**src/rtl/mips_pipe_datapath.sv**
```systemverilog
// Four-stage (IF/ID/EX/WB) pipelined integer datapath with internal register file and forwarding.
// Optional SLL/SRL support is enabled by defining MIPS_PIPE_SHIFT_EN.
module mips_pipe_datapath #(
    parameter int DW       = 32,
    parameter int PC_W     = 32,
    parameter int PC_STEP  = 4,
    parameter int RESET_PC = 0
) (
    input  logic            clk,
    input  logic            rst,
    input  logic            en,
    input  logic [31:0]     instr,
    output logic [PC_W-1:0] pc_out,
    output logic            wb_valid,
    output logic [4:0]      wb_reg,
    output logic [DW-1:0]   result
);

    typedef enum logic [2:0] {
        ALU_ADD,
        ALU_SUB,
        ALU_AND,
        ALU_OR,
        ALU_SLT,
        ALU_SLL,
        ALU_SRL
    } alu_op_t;

    logic [PC_W-1:0] pc;

    logic            ifid_valid;
    logic [31:0]     ifid_instr;

    logic [5:0]      id_op;
    logic [5:0]      id_funct;
    logic [4:0]      id_rs;
    logic [4:0]      id_rt;
    logic [4:0]      id_rd;
    logic [15:0]     id_imm;
    alu_op_t         id_alu;
    logic            id_write;
    logic            id_use_imm;
    logic [4:0]      id_dest;
    logic [DW-1:0]   id_a;
    logic [DW-1:0]   id_b;
    logic [DW-1:0]   id_imm_ext;

    logic            idex_write;
    logic            idex_use_imm;
    alu_op_t         idex_alu;
    logic [4:0]      idex_rs;
    logic [4:0]      idex_rt;
    logic [4:0]      idex_dest;
    logic [DW-1:0]   idex_a;
    logic [DW-1:0]   idex_b;
    logic [DW-1:0]   idex_imm;

    logic [DW-1:0]   ex_a;
    logic [DW-1:0]   ex_b;
    logic [DW-1:0]   ex_opb;
    logic [DW-1:0]   ex_res;

    logic [DW-1:0]   wb_data;
    logic [DW-1:0]   rf [32];

    assign id_op      = ifid_instr[31:26];
    assign id_rs      = ifid_instr[25:21];
    assign id_rt      = ifid_instr[20:16];
    assign id_rd      = ifid_instr[15:11];
    assign id_funct   = ifid_instr[5:0];
    assign id_imm     = ifid_instr[15:0];
    assign id_imm_ext = DW'($signed(id_imm));

    // Instructions that would target $0 decode as no-writes, so WB never claims $0.
    always_comb begin
        id_alu     = ALU_ADD;
        id_write   = 1'b0;
        id_use_imm = 1'b0;
        id_dest    = id_rd;
        if (ifid_valid) begin
            if (id_op == 6'h00) begin
                case (id_funct)
                    6'h20: begin id_write = 1'b1; id_alu = ALU_ADD; end
                    6'h22: begin id_write = 1'b1; id_alu = ALU_SUB; end
                    6'h24: begin id_write = 1'b1; id_alu = ALU_AND; end
                    6'h25: begin id_write = 1'b1; id_alu = ALU_OR;  end
                    6'h2A: begin id_write = 1'b1; id_alu = ALU_SLT; end
`ifdef MIPS_PIPE_SHIFT_EN
                    6'h00: begin id_write = 1'b1; id_alu = ALU_SLL; end
                    6'h02: begin id_write = 1'b1; id_alu = ALU_SRL; end
`endif
                    default: id_write = 1'b0;
                endcase
            end else if (id_op == 6'h08) begin
                id_write   = 1'b1;
                id_use_imm = 1'b1;
                id_alu     = ALU_ADD;
                id_dest    = id_rt;
            end
        end
        if (id_dest == 5'd0) begin
            id_write = 1'b0;
        end
    end

    // Register read with write-through of the value being written back this cycle.
    always_comb begin
        id_a = '0;
        id_b = '0;
        if (id_rs != 5'd0) begin
            id_a = (wb_valid && wb_reg == id_rs) ? wb_data : rf[id_rs];
        end
        if (id_rt != 5'd0) begin
            id_b = (wb_valid && wb_reg == id_rt) ? wb_data : rf[id_rt];
        end
    end

    // wb_valid already excludes $0, so a match here is always a genuine producer.
    always_comb begin
        ex_a   = (wb_valid && wb_reg == idex_rs) ? wb_data : idex_a;
        ex_b   = (wb_valid && wb_reg == idex_rt) ? wb_data : idex_b;
        ex_opb = idex_use_imm ? idex_imm : ex_b;
    end

    always_comb begin
        ex_res = '0;
        case (idex_alu)
            ALU_ADD: ex_res = ex_a + ex_opb;
            ALU_SUB: ex_res = ex_a - ex_opb;
            ALU_AND: ex_res = ex_a & ex_opb;
            ALU_OR:  ex_res = ex_a | ex_opb;
            ALU_SLT: ex_res = DW'($signed(ex_a) < $signed(ex_opb));
`ifdef MIPS_PIPE_SHIFT_EN
            ALU_SLL: ex_res = (int'(idex_imm[10:6]) >= DW) ? '0 : (ex_b << idex_imm[10:6]);
            ALU_SRL: ex_res = (int'(idex_imm[10:6]) >= DW) ? '0 : (ex_b >> idex_imm[10:6]);
`endif
            default: ex_res = '0;
        endcase
    end

    always_ff @(posedge clk or negedge rst) begin
        if (!rst) begin
            pc           <= PC_W'(RESET_PC);
            ifid_valid   <= 1'b0;
            ifid_instr   <= '0;
            idex_write   <= 1'b0;
            idex_use_imm <= 1'b0;
            idex_alu     <= ALU_ADD;
            idex_rs      <= '0;
            idex_rt      <= '0;
            idex_dest    <= '0;
            idex_a       <= '0;
            idex_b       <= '0;
            idex_imm     <= '0;
            wb_valid     <= 1'b0;
            wb_reg       <= '0;
            wb_data      <= '0;
        end else if (en) begin
            pc           <= pc + PC_W'(PC_STEP);
            ifid_valid   <= 1'b1;
            ifid_instr   <= instr;
            idex_write   <= id_write;
            idex_use_imm <= id_use_imm;
            idex_alu     <= id_alu;
            idex_rs      <= id_rs;
            idex_rt      <= id_rt;
            idex_dest    <= id_dest;
            idex_a       <= id_a;
            idex_b       <= id_b;
            idex_imm     <= id_imm_ext;
            wb_valid     <= idex_write;
            wb_reg       <= idex_write ? idex_dest : 5'd0;
            wb_data      <= idex_write ? ex_res : '0;
        end
    end

    always_ff @(posedge clk or negedge rst) begin
        if (!rst) begin
            for (int i = 0; i < 32; i++) begin
                rf[i] <= '0;
            end
        end else if (en && wb_valid) begin
            rf[wb_reg] <= wb_data;
        end
    end

    assign pc_out = pc;
    assign result = wb_valid ? wb_data : '0;

endmodule

```
**config.mk**
```make
export PLATFORM = sky130hd
export DESIGN_NAME = mips_pipe_datapath
export DESIGN_NICKNAME = d
export VERILOG_FILES = /design/src/rtl/mips_pipe_datapath.sv
export SDC_FILE = /design/constraint.sdc
export NUM_CORES = 2
export LEC_CHECK = 0
export CAP_MARGIN = 25
export CORE_MARGIN = 2
export CORE_UTILIZATION = 65
export CTS_CLUSTER_DIAMETER = 80
export DETAILED_ROUTE_END_ITERATION = 16
export MAX_ROUTING_LAYER = met4
export PLACE_DENSITY = 0.85
export SYNTH_ARGS = -nofsm -noshare
export SYNTH_HDL_FRONTEND = slang
export SYNTH_SLANG_ARGS = --single-unit
```
**constraint.sdc**
```tcl
create_clock -name clk -period 10.6 [get_ports clk]
set_input_delay 2.12 -clock clk [delete_from_list [all_inputs] [get_ports clk]]
set_output_delay 2.12 -clock clk [all_outputs]
set_load 0.005 [all_outputs]
```
==> run_results.csv <==
group,metric,value,unit
place,postPlaceCellArea,70500,um2
clocking,worst_skew_pair.late_latency,0.77,ns
worst_setup_path,worst_path_max_delay_cell,"and3_2",
timing,setup_viol,0,
clocking,clkTransAtPathRegs,0.06,ns
floorplanning,die_h,328.7,um
global_route,grt_overflow,0,
clocking,cts_buffers,130,
floorplanning,die_area,108000,um2
worst_setup_path,crit_fanout,32,
synthesis,synth-main-ff-cell,"dfrtp_1",
global_route,antenna_found_initial,6,
timing,period_needed,5.638,ns
cells_and_area,largest_reg_flops,1024,
cells_and_area,layout-drive-gt1-share,39.92,%
worst_setup_path,startpoint_type,"register",
timing,finalHoldViolCount,0,
cells_and_area,fillers,6563,
clocking,cts_root_buffer,"clkbuf_16",
global_route,grt_pass1_vias,48730,
global_route,grt_pass1_wl,310700,um
synthesis,yosysWarnings,0,
timing,setup_tns,0,ns
detailed_routing,remaining_drc_errors,0,
floorplanning,ios,105,
synthesis,synth_cell_types,77,
power_and_ir_drop,p_leak,33.55,nW
timing,min_period_over_period,53.19,%
power_and_ir_drop,ir_drop,0.1435,mV
clocking,clock_path_buffers,3,
worst_setup_path,crit_arrival,6.24,ns
cells_and_area,regMostFlops,"rf",
timing,setup_slack,4.962,ns
cells_and_area,num-nets-final,5054,
synthesis,synth-seq-area-share,44.73,%
detailed_routing,vias_per_cell,7.422,
worst_setup_path,end_kind,"register",
cells_and_area,area.growth.synth_to_final,9.409,%
detailed_routing,wl,206500,um
synthesis,synth_cells,5049,
detailed_routing,routedWlPerCell,32.27,um
detailed_routing,vias,47490,
floorplanning,die_x,328.7,um
worst_setup_path,worstPathRequired,11.21,ns
timing,finClkSkew,0.03474,ns
timing,slew_headroom,24.01,%
worst_setup_path,path_cells,"xor2_1 > nor4_1 > and3_2 > mux2_2 > inv_1 > ha_1 > inv_1 > fa_1 > nor2b_1 > o311ai_1 > a21oi_1 > a41oi_1 > o31ai_1 > a21oi_1 > xor2_1 > a22oi_1 > o21ai_1",
place,port_buffers,102,
clocking,post-cts-setup-buffers,0,
cells_and_area,layout_commonest_cell,"dfrtp_1",
timing,tightest_slew,1.140,ns
clocking,cts_sinks,1225,
detailed_routing,dr.pass1.iters,6,
synthesis,synth_edf_count,0,
min_path,hp-class,"reg -> reg",
synthesis,syn_area,68530,um2
clocking,cts_resized,0,
place,place_congestion,0.9787,
timing,fmax,177.4,MHz
floorplanning,core,105000,um2
synthesis,synth.avg_cell_area,13.57,um2
floorplanning,start_util,65.28,%
place,dp_hpwl,124400,um
clocking,cts_hold_buf,0,
synthesis,ys_async_sr_fraction,100.0,%
timing,drv_slew,0,
detailed_routing,ant_nets,0,
run_status,run_status,"complete, no violations",
clocking,htreeDepth,4,
worst_setup_path,slowest_delay,0.95,ns
cells_and_area,post-route-util,71.42,%
global_route,track_usage,40.08,%
global_route,grt_max_degree,186,
worst_setup_path,r2r_setup_slack,4.96,ns
clocking,cts_tree,"done",
job,maxCapViolCount,0,
place,post-place-ws,5.140,ns
cells_and_area,final_area,74970,um2
cells_and_area,layout_common_cells,"dfrtp_1 (1213), mux2_2 (1064), mux4_2 (545)",
timing,rsz0062_at_grt,"no",
worst_setup_path,crit_type,"reg -> reg",
synthesis,ys_ff_latch,1225,
detailed_routing,dr.first_iter.drc_count,6272,
floorplanning,placementRows,119,
power_and_ir_drop,power.density,140.8,nW/um2
[final timing paths]
kind	start	to	cells past startpoint
min in group asynchronous	rst	idex_b[22]	1
worst max register to register	wb_reg[3]	wb_data[26]	17
worst min register to register	ifid_valid	ifid_valid	1
worst max-delay path	wb_reg[3]	wb_data[26]	17
max in group asynchronous	rst	rf[490]	3
worst min-delay path	ifid_valid	ifid_valid	1
[metrics by stage]
stage	std cells	hold slack [ns]	total power [mW]
after floorplan	5050	0.4273	5.590
after global placement	6155	0.4458	5.985
after detailed placement	6156	0.4560	6.005
after CTS	6384	0.4719	10.54
after global routing	6396	0.4889	10.84
final	6399	0.4736	10.56
[cells by family (layout without fill, tap and decap cells)]
logic type | count (synthesis) | count (layout) | share of synthesized area, %
XOR/XNOR | 80 | 80 | 1.023
flip-flops | 1225 | 1225 | 44.73
adder cells (fa/ha/maj) | 113 | 113 | 2.085
other | 1 | 8 | 0.005472
multiplexers | 1845 | 1845 | 38.84
AND/OR/NAND/NOR | 570 | 570 | 3.778
AO/OA/AOI/OAI | 606 | 606 | 6.016
buffers and inverters | 609 | 561 | 3.515
[routing by layer]
metal | track usage, % | wire [um] | up-vias
met5 | - | 0 | -
met4 | 24.59 | 14480 | 0
met3 | 10.00 | 23310 | 781
met2 | 57.31 | 93270 | 3192
met1 | 51.97 | 75420 | 24710
li1 | - | - | 18810
[layout make-up]
cell class | count | area (um2) | share of cell area (%)
tap | 1391 | 1740 | 2.321
inverter | 105 | 396.6 | 0.5290
sequential | 1225 | 30690 | 40.94
multi-input combinational | 3216 | 35680 | 47.59
clock buffer | 192 | 3820 | 5.095
clock inverter | 36 | 432.9 | 0.5774
timing repair buffer | 228 | 2197 | 2.931
antenna | 6 | 15.01 | 0.02003
[critical path, delay by kind of cell, from the launching register on]
kind	cells	cell delay, ns
adders and majority gates	2	0.62
muxes	1	0.44
AOI/OAI and AO/OA	7	1.83
and+or+nand+nor	3	1.45
xor gates and xnor gates	2	0.25
buffers and inverters	2	0.16
DFF	1	0.73
[cells in the mapped netlist, types with 53 or more instances]
library cell,number,area share (%)
a21oi_1,137,1.0
dfrtp_1,1225,45
mux2i_1,236,3.4
ha_1,111,2.0
buf_2,74,0.54
buf_1,58,0.32
mux2_2,1064,17
inv_1,103,0.56
xnor2_1,53,0.68
a221oi_1,98,1.3
mux4_2,545,18
clkbuf_1,364,2.0
nor2_1,214,1.2
nand2_1,167,0.91
o21ai_0,153,1.1
o2bb2ai_1,72,0.92
[power breakdown]
part	leakage (nW)	switching, mW	total [mW]	internal [mW]
clock	2.09	1.95	4.61	2.66
combinational	14.5	0.682	1.09	0.409
sequential	16.9	0.125	4.86	4.74
total	33.6	2.76	10.6	7.80
No activity file was read; power rests on OpenSTA's default activity.
